## config.mk

```make
export PLATFORM = sky130hd
export DESIGN_NAME = sbox_sched
export DESIGN_NICKNAME = d
export VERILOG_FILES = /design/src/rtl/sbox_sched.sv
export SDC_FILE = /design/constraint.sdc
export NUM_CORES = 1
export LEC_CHECK = 0
export ABC_AREA = 1
export CAP_MARGIN = 20
export CORE_ASPECT_RATIO = 0.75
export CORE_UTILIZATION = 50
export DETAILED_ROUTE_END_ITERATION = 12
export PLACE_DENSITY = 0.8
export SLEW_MARGIN = 40
export SYNTH_ARGS = -nofsm -noshare
export SYNTH_HDL_FRONTEND = slang
export SYNTH_SLANG_ARGS = --single-unit
```

## constraint.sdc

```tcl
create_clock -name clk -period 3.65 [get_ports clk]
set_input_delay 0.9125 -clock clk [delete_from_list [all_inputs] [get_ports clk]]
set_output_delay 0.9125 -clock clk [all_outputs]
set_load 0.01 [all_outputs]
```

## src/rtl/sbox_sched.sv

```systemverilog
// Shares NSBOX external S-box lanes between AES SubBytes (16 bytes) and SubWord (4 bytes).
// Jobs are granted from IDLE and streamed NSBOX bytes per cycle through the lanes.
module sbox_sched #(
    parameter int NSBOX = 4
) (
    input  logic               clk,
    input  logic               rst_n,
    input  logic               st_req,
    input  logic [127:0]       st_in,
    output logic               st_gnt,
    output logic               st_done,
    output logic [127:0]       st_out,
    input  logic               kw_req,
    input  logic [31:0]        kw_in,
    output logic               kw_gnt,
    output logic               kw_done,
    output logic [31:0]        kw_out,
    output logic [8*NSBOX-1:0] sb_in,
    input  logic [8*NSBOX-1:0] sb_out,
    output logic               busy
);

    localparam int W    = 8 * NSBOX;
    localparam int N_ST = 16 / NSBOX;
    localparam int N_KW = 4 / NSBOX;

    generate
        if (!((NSBOX == 1) || (NSBOX == 2) || (NSBOX == 4))) begin : g_bad_nsbox
            $error("sbox_sched: NSBOX must be 1, 2 or 4");
        end
    endgenerate

    typedef enum logic [1:0] {
        IDLE   = 2'd0,
        ST_RUN = 2'd1,
        KW_RUN = 2'd2
    } state_t;

    state_t         state_r, state_nx_s;
    logic [3:0]     cnt_r, cnt_nx_s;
    logic           last_kw_r;
    logic           grant_st_s, grant_kw_s, tie_s;
    logic           st_last_s, kw_last_s;
    logic           st_done_nx_s, kw_done_nx_s, busy_nx_s;
    logic [127:0]   st_op_r, st_stage_r, st_merge_s, st_out_r;
    logic [31:0]    kw_op_r, kw_stage_r, kw_merge_s, kw_out_r;
    logic [W-1:0]   sb_in_r, sb_in_nx_s;
    logic           st_gnt_r, kw_gnt_r, st_done_r, kw_done_r, busy_r;

    assign st_last_s = (cnt_r == 4'(N_ST - 1));
    assign kw_last_s = (cnt_r == 4'(N_KW - 1));

    // FSM state register
    always_ff @(posedge clk or negedge rst_n) begin
        if (!rst_n) begin
            state_r <= IDLE;
        end else begin
            state_r <= state_nx_s;
        end
    end

    // FSM next-state and arbitration: ties go to whoever was not served by the previous tie
    always_comb begin
        state_nx_s = state_r;
        grant_st_s = 1'b0;
        grant_kw_s = 1'b0;
        tie_s      = 1'b0;
        case (state_r)
            IDLE: begin
                if (st_req && kw_req) begin
                    tie_s = 1'b1;
                    if (last_kw_r) begin
                        grant_st_s = 1'b1;
                    end else begin
                        grant_kw_s = 1'b1;
                    end
                end else if (kw_req) begin
                    grant_kw_s = 1'b1;
                end else if (st_req) begin
                    grant_st_s = 1'b1;
                end else begin
                    tie_s = 1'b0;
                end
                if (grant_kw_s) begin
                    state_nx_s = KW_RUN;
                end else if (grant_st_s) begin
                    state_nx_s = ST_RUN;
                end else begin
                    state_nx_s = IDLE;
                end
            end
            ST_RUN: begin
                if (st_last_s) begin
                    state_nx_s = IDLE;
                end else begin
                    state_nx_s = ST_RUN;
                end
            end
            KW_RUN: begin
                if (kw_last_s) begin
                    state_nx_s = IDLE;
                end else begin
                    state_nx_s = KW_RUN;
                end
            end
            default: state_nx_s = IDLE;
        endcase
    end

    // FSM outputs: done pulses, busy and chunk counter for the next cycle
    always_comb begin
        st_done_nx_s = (state_r == ST_RUN) && st_last_s;
        kw_done_nx_s = (state_r == KW_RUN) && kw_last_s;
        busy_nx_s    = (state_nx_s != IDLE);
        if ((state_r == IDLE) || (state_nx_s == IDLE)) begin
            cnt_nx_s = 4'd0;
        end else begin
            cnt_nx_s = cnt_r + 4'd1;
        end
    end

    // Lane datapath: merge current lane results and pick the bytes to present next cycle
    always_comb begin
        st_merge_s = st_stage_r;
        kw_merge_s = kw_stage_r;
        for (int c = 0; c < N_ST; c++) begin
            st_merge_s[127-W*c -: W] = (cnt_r == 4'(c)) ? sb_out : st_stage_r[127-W*c -: W];
        end
        for (int c = 0; c < N_KW; c++) begin
            kw_merge_s[31-W*c -: W] = (cnt_r == 4'(c)) ? sb_out : kw_stage_r[31-W*c -: W];
        end
        sb_in_nx_s = {W{1'b0}};
        case (state_r)
            IDLE: begin
                if (grant_st_s) begin
                    sb_in_nx_s = st_in[127 -: W];
                end else if (grant_kw_s) begin
                    sb_in_nx_s = kw_in[31 -: W];
                end else begin
                    sb_in_nx_s = {W{1'b0}};
                end
            end
            ST_RUN: begin
                for (int c = 0; c < N_ST - 1; c++) begin
                    sb_in_nx_s = (cnt_r == 4'(c)) ? st_op_r[127-W*(c+1) -: W] : sb_in_nx_s;
                end
            end
            KW_RUN: begin
                for (int c = 0; c < N_KW - 1; c++) begin
                    sb_in_nx_s = (cnt_r == 4'(c)) ? kw_op_r[31-W*(c+1) -: W] : sb_in_nx_s;
                end
            end
            default: sb_in_nx_s = {W{1'b0}};
        endcase
    end

    // Control registers: counter, tie history, handshake pulses, lane drive
    always_ff @(posedge clk or negedge rst_n) begin
        if (!rst_n) begin
            cnt_r     <= 4'd0;
            last_kw_r <= 1'b0;
            st_gnt_r  <= 1'b0;
            kw_gnt_r  <= 1'b0;
            st_done_r <= 1'b0;
            kw_done_r <= 1'b0;
            busy_r    <= 1'b0;
            sb_in_r   <= {W{1'b0}};
        end else begin
            cnt_r     <= cnt_nx_s;
            last_kw_r <= tie_s ? grant_kw_s : last_kw_r;
            st_gnt_r  <= grant_st_s;
            kw_gnt_r  <= grant_kw_s;
            st_done_r <= st_done_nx_s;
            kw_done_r <= kw_done_nx_s;
            busy_r    <= busy_nx_s;
            sb_in_r   <= sb_in_nx_s;
        end
    end

    // Operand latches, result staging and held results
    always_ff @(posedge clk or negedge rst_n) begin
        if (!rst_n) begin
            st_op_r    <= 128'd0;
            kw_op_r    <= 32'd0;
            st_stage_r <= 128'd0;
            kw_stage_r <= 32'd0;
            st_out_r   <= 128'd0;
            kw_out_r   <= 32'd0;
        end else begin
            st_op_r    <= grant_st_s ? st_in : st_op_r;
            kw_op_r    <= grant_kw_s ? kw_in : kw_op_r;
            st_stage_r <= (state_r == ST_RUN) ? st_merge_s : st_stage_r;
            kw_stage_r <= (state_r == KW_RUN) ? kw_merge_s : kw_stage_r;
            st_out_r   <= st_done_nx_s ? st_merge_s : st_out_r;
            kw_out_r   <= kw_done_nx_s ? kw_merge_s : kw_out_r;
        end
    end

    assign st_gnt  = st_gnt_r;
    assign kw_gnt  = kw_gnt_r;
    assign st_done = st_done_r;
    assign kw_done = kw_done_r;
    assign st_out  = st_out_r;
    assign kw_out  = kw_out_r;
    assign sb_in   = sb_in_r;
    assign busy    = busy_r;

endmodule

```

## Word-level counts from Yosys, hierarchy flattened

Index checks and enable logic that the tools add are counted.

| storage, ports and cells | value |
|---|---|
| bits in registers | 460 |
| bits in latches | 0 |
| memory bits (writable) | 0 |
| ROM bits | 0 |
| input port bits | 196 |
| memories kept | 0 |

| cells by class | value |
|---|---|
| add/sub/neg operators | 1 |
| multiply operators | 0 |
| divide/modulo/power cells | 0 |
| magnitude comparators | 0 |
| equality and inequality tests | 5 |
| shifts and indexed selects | 0 |
| multiplexer cells | 30 |
| bitwise logic cells | 0 |
| reductions and logical operators | 8 |

Operators by type and width:

| operator | count |
|---|---|
| $mux W32 | 10 |
| $pmux W32 S2 | 1 |
| $mux W1 | 15 |
| $eq A4 B2 Y1 const B | 2 |
| $pmux W2 S3 | 1 |
| $add A4 B1 Y4 const B | 1 |
| $eq A4 B1 Y1 const B | 1 |
| $logic_not A2 Y1 | 2 |
| $logic_not A4 Y1 | 1 |
| $mux W2 | 2 |
| $mux W4 | 1 |
| $logic_and A1 B1 Y1 | 3 |
| $eq A2 B1 Y1 const B | 1 |
| $eq A2 B2 Y1 const B | 1 |
| $reduce_bool A2 Y1 | 1 |
| $logic_or A1 B1 Y1 | 1 |

## Depth between registers and ports, before layout

| logic depth | value |
|---|---|
| depth after elaboration | 10 |
| depth in mapped cells | 11 |

## Worst setup path before layout

OpenSTA, ideal clock, no wires.

| timing | value |
|---|---|
| path type | in2reg |
| start | input st_req |
| end | register busy_r (netlist: busy) |
| data arrival time | 1693 ps |
| required time | 3516 ps |
| path slack | 1823 ps |
| cell stages on the path | 6 |
| cell sequence | nand3_1 nand3_1 buf_2 buf_2 buf_2 nand4_1 |

| between the ends | value |
|---|---|
| longest elaborated chain between the ends | 8 |
| elaborated cells on any way between the ends | 11 |
| those cells by class | 9 x mux; 2 x reduce/logical |

Ends and longest elaborated chain:

| what | RTL line | source |
|---|---|---|
| start: declaration | 8 | `input logic st_req,` |
| $mux W1 | 79 | `end else if (st_req) begin` |
| $mux W1 | 77 | `end else if (kw_req) begin` |
| $mux W1 | 70 | `if (st_req && kw_req) begin` |
| $mux W1 | 68 | `case (state_r)` |
| $mux W1 | 86 | `end else if (grant_st_s) begin` |
| $mux W2 (*) | 84 | `if (grant_kw_s) begin` |
| $pmux W2 S3 (*) | 68 |  |
| $reduce_bool A2 Y1 (*) | 114 | `busy_nx_s = (state_nx_s != IDLE);` |
| via busy_nx_s | 44 | `logic st_done_nx_s, kw_done_nx_s, busy_nx_s;` |
| end signal: assignment | 175 | `busy_r <= busy_nx_s;` |
| end: declaration | 48 | `logic st_gnt_r, kw_gnt_r, st_done_r, kw_done_r, busy_r;` |

The timed path passes the listed nets; every way through them passes the cells marked *. The select of a mux whose other input is x is not followed.
A chain may end at the register's enable or synchronous reset.

## Final worst setup path

| timing | value |
|---|---|
| start | register cnt_r[0] |
| end | register st_stage_r[104] |

| between the ends | value |
|---|---|
| longest elaborated chain between the ends | 2 |

Ends and longest elaborated chain:

| what | RTL line | source |
|---|---|---|
| start: declaration | 40 | `logic [3:0] cnt_r, cnt_nx_s;` |
| start signal: assignment | 169 | `cnt_r <= cnt_nx_s;` |
| $logic_not A4 Y1 | 127 | `st_merge_s[127-W*c -: W] = (cnt_r == 4'(c)) ? sb_out : st_stage_r[127-W*c -: W];` |
| $mux W32 | 127 |  |
| end signal: assignment | 192 | `st_stage_r <= (state_r == ST_RUN) ? st_merge_s : st_stage_r;` |
| end: declaration | 45 | `logic [127:0] st_op_r, st_stage_r, st_merge_s, st_out_r;` |

No other way between the ends.

==> flow_summary.yaml <==
global_route:
  grt-ovfl-total: 0
  grt_pass1_wl_mm: 77.8
  grt_max_degree: 128
  grt_pass1_vias: 14600
  track_usage_pct: 28.6
  antenna_found_initial: 1
sta:
  fin_tns_setup_ns: 0
  clock_skew_ns: 0.0141
  rsz0062_at_grt: "false"
  worst_slack_ns: 1.08
  setup_viol: 0
  drv_slew: 0
  max_freq_mhz: 390
  slew_headroom_pct: 53.4
  post-route-period-util_pct: 70.3
  worst_slew_pin_slew_ns: 0.699
  period_minus_slack_ns: 2.57
  final_hold_viol_count: 0
  hold_ws_ns: 0.391
yosys:
  avgSynthCellArea_um2: 8.25
  synth_edf_count: 0
  synth_area_leaders: "dfrtp_1 59%, nand2_1 19%, o21ai_0 9.2%"
  synth.cells.most_frequent: "855 x nand2_1, 396 x dfrtp_1, 310 x o21ai_0, 170 x inv_1, 93 x nand3_1"
  syn_inst: 2036
  yosys.area.top_type_share_pct: 59.0
  synth.net_count: 2236
  synth_ff_type: "dfrtp_1"
  syn_area_um2: 16800
  async_reset_ff_share_pct: 100
  yosysMostFrequentCell: "nand2_1"
  ys_types: 24
  synth_top_area_cell: "dfrtp_1"
  ys_seq_area_share_pct: 59.0
  ys_ff_latch: 396
  yosys_warnings: 0
routing:
  wl_per_cell_um: 17.0
  first_iter_violations: 1629
  first_pass_iters: 7
  vias_per_cell: 5.24
  dr_total_vias: 14900
  ant_nets: 0
  wirelength_mm: 48.4
  drcViolationCount: 0
clocking:
  htree_levels: 2
  cts-buffers-inserted: 40
  root_buffer: "clkbuf_16"
  cts.sinks: 396
  cts_tree: "built"
  clk_latency_ns: 0.54
  cts_resized: 0
  cts.clk_slew.worst_paths_ns: 0.06
  clockBufferDepth: 3
  post_cts_buffers: 0
  cts_hold_buffers: 0
cells_and_area:
  syn2layout_area_growth_pct: 33.5
  drive_gt1_share_pct: 4.45
  antenna_cells: 0
  nNetsFinal: 2571
  final_util_pct: 68.5
flow_run:
  maxCapViolations: 0
floorplan:
  rows: 57
  initial_core_util_pct: 51.3
  die_h_um: 161
  io_pins: 393
  die_w_um: 214
  die-area_um2: 34400
  core-area_um2: 32700
run_status:
  status: "complete, no violations"
setup_path:
  rrSetupSlack_ns: 1.08
  critPathKind: "register to register"
  endpoint_kind: "register"
  critPathMaxFanout: 85
  critical_path.startpoint_type: "register"
  required_ns: 4.01
  worstPathArrival_ns: 2.92
placed_design:
  globalplace.congestion: 0.858
  dp_slack_ns: 0.881
  placement.io_buffers: 392
  dpl.hpwl_mm: 32.3
power_and_ir_drop:
  pwr_density_cell_nw_per_um2: 890
  peakVddDrop_mv: 0.520
  leakage_uw: 0.0111
worst_hold_path:
  min-delay-path-class: "input port to asynchronous set/reset pin"
## where the power goes
part / switching (uW) / internal (uW) / leakage, uW
Sequential: 1070 / 6470 / 0.00475
Clock: 1750 / 2530 / 0.000666
Combinational: 4670 / 3470 / 0.00564
## critical path, stage by stage, from the launching register on
cell and delay, ns:
dfrtp_1 0.43, inv_1 0.11, ha_1 0.40, nand2_2 0.16, clkinv_2 0.27, buf_6 0.52
o21ai_0 0.21, nand2_1 0.08, o21ai_0 0.13
## sequential cells by signal, summed over array words and instances (netlist names)
register and flops:
st_out 128, st_op_r 96, st_stage_r 96, kw_out 32, sb_in 32, cnt_r 4
state_r 2, busy 1, kw_done 1, kw_gnt 1, last_kw_r 1, st_done 1
st_gnt 1
## final timing paths
path	from	endpoint	cells after the start
worst max-delay path	cnt_r[0]	st_stage_r[104]	8
worst min-delay path	rst_n	st_out[9]	1
worst max register to register	cnt_r[0]	st_stage_r[104]	8
worst min register to register	st_out[27]	st_out[27]	2
max in group asynchronous	rst_n	st_op_r[16]	2
min in group clk	st_out[27]	st_out[27]	2
## cell type report
type | instances | area (um^2)
Clock buffer | 62 | 1220
Fill cell | 2503 | 10300
Clock inverter | 11 | 145
Inverter | 174 | 666
Tap cell | 442 | 553
Sequential cell | 396 | 9910
Multi-Input combinational cell | 1340 | 5710
Timing Repair Buffer | 419 | 4230
## through the flow
stage | instances | instance area [um^2] | total power [uW]
detailed placement | 2771 | 21100 | 15600
floorplan | 2036 | 16800 | 11800
global placement | 2771 | 21100 | 15300
CTS | 2844 | 22400 | 20000
finish | 2844 | 22400 | 20000
global route | 2844 | 22400 | 21400
## cell families after synthesis
group	after synthesis	synth area share [%]
and+or+nand+nor	983	23.0
DFF	396	59.0
AOI/OAI and AO/OA	350	10.4
buffers and inverters	300	7.16
adders and majority gates	4	0.298
xor gates and xnor gates	2	0.104
muxes	1	0.0596
## layout by cell type, fill, tap and decap left out, types with 5 or more instances in the layout
master,instances
nand3_1,92
a21oi_1,13
clkbuf_16,41
dfrtp_1,396
buf_4,17
nand2_1,855
buf_12,7
o21ai_0,310
clkbuf_8,12
nor2_1,20
nand4_1,9
clkbuf_1,9
o21ai_1,26
inv_1,166
clkdlybuf4s50_1,391
clkinv_2,5
## layer usage
metal / GRT usage (%) / vias up / routed length (um)
li1: - / 7033 / -
met1: 39.8 / 7232 / 20800
met2: 45.6 / 551 / 23000
met3: 6.22 / 80 / 3560
met4: 7.44 / 2 / 1080
met5: 0 / - / 14
Power figures use the tool's default switching activity.
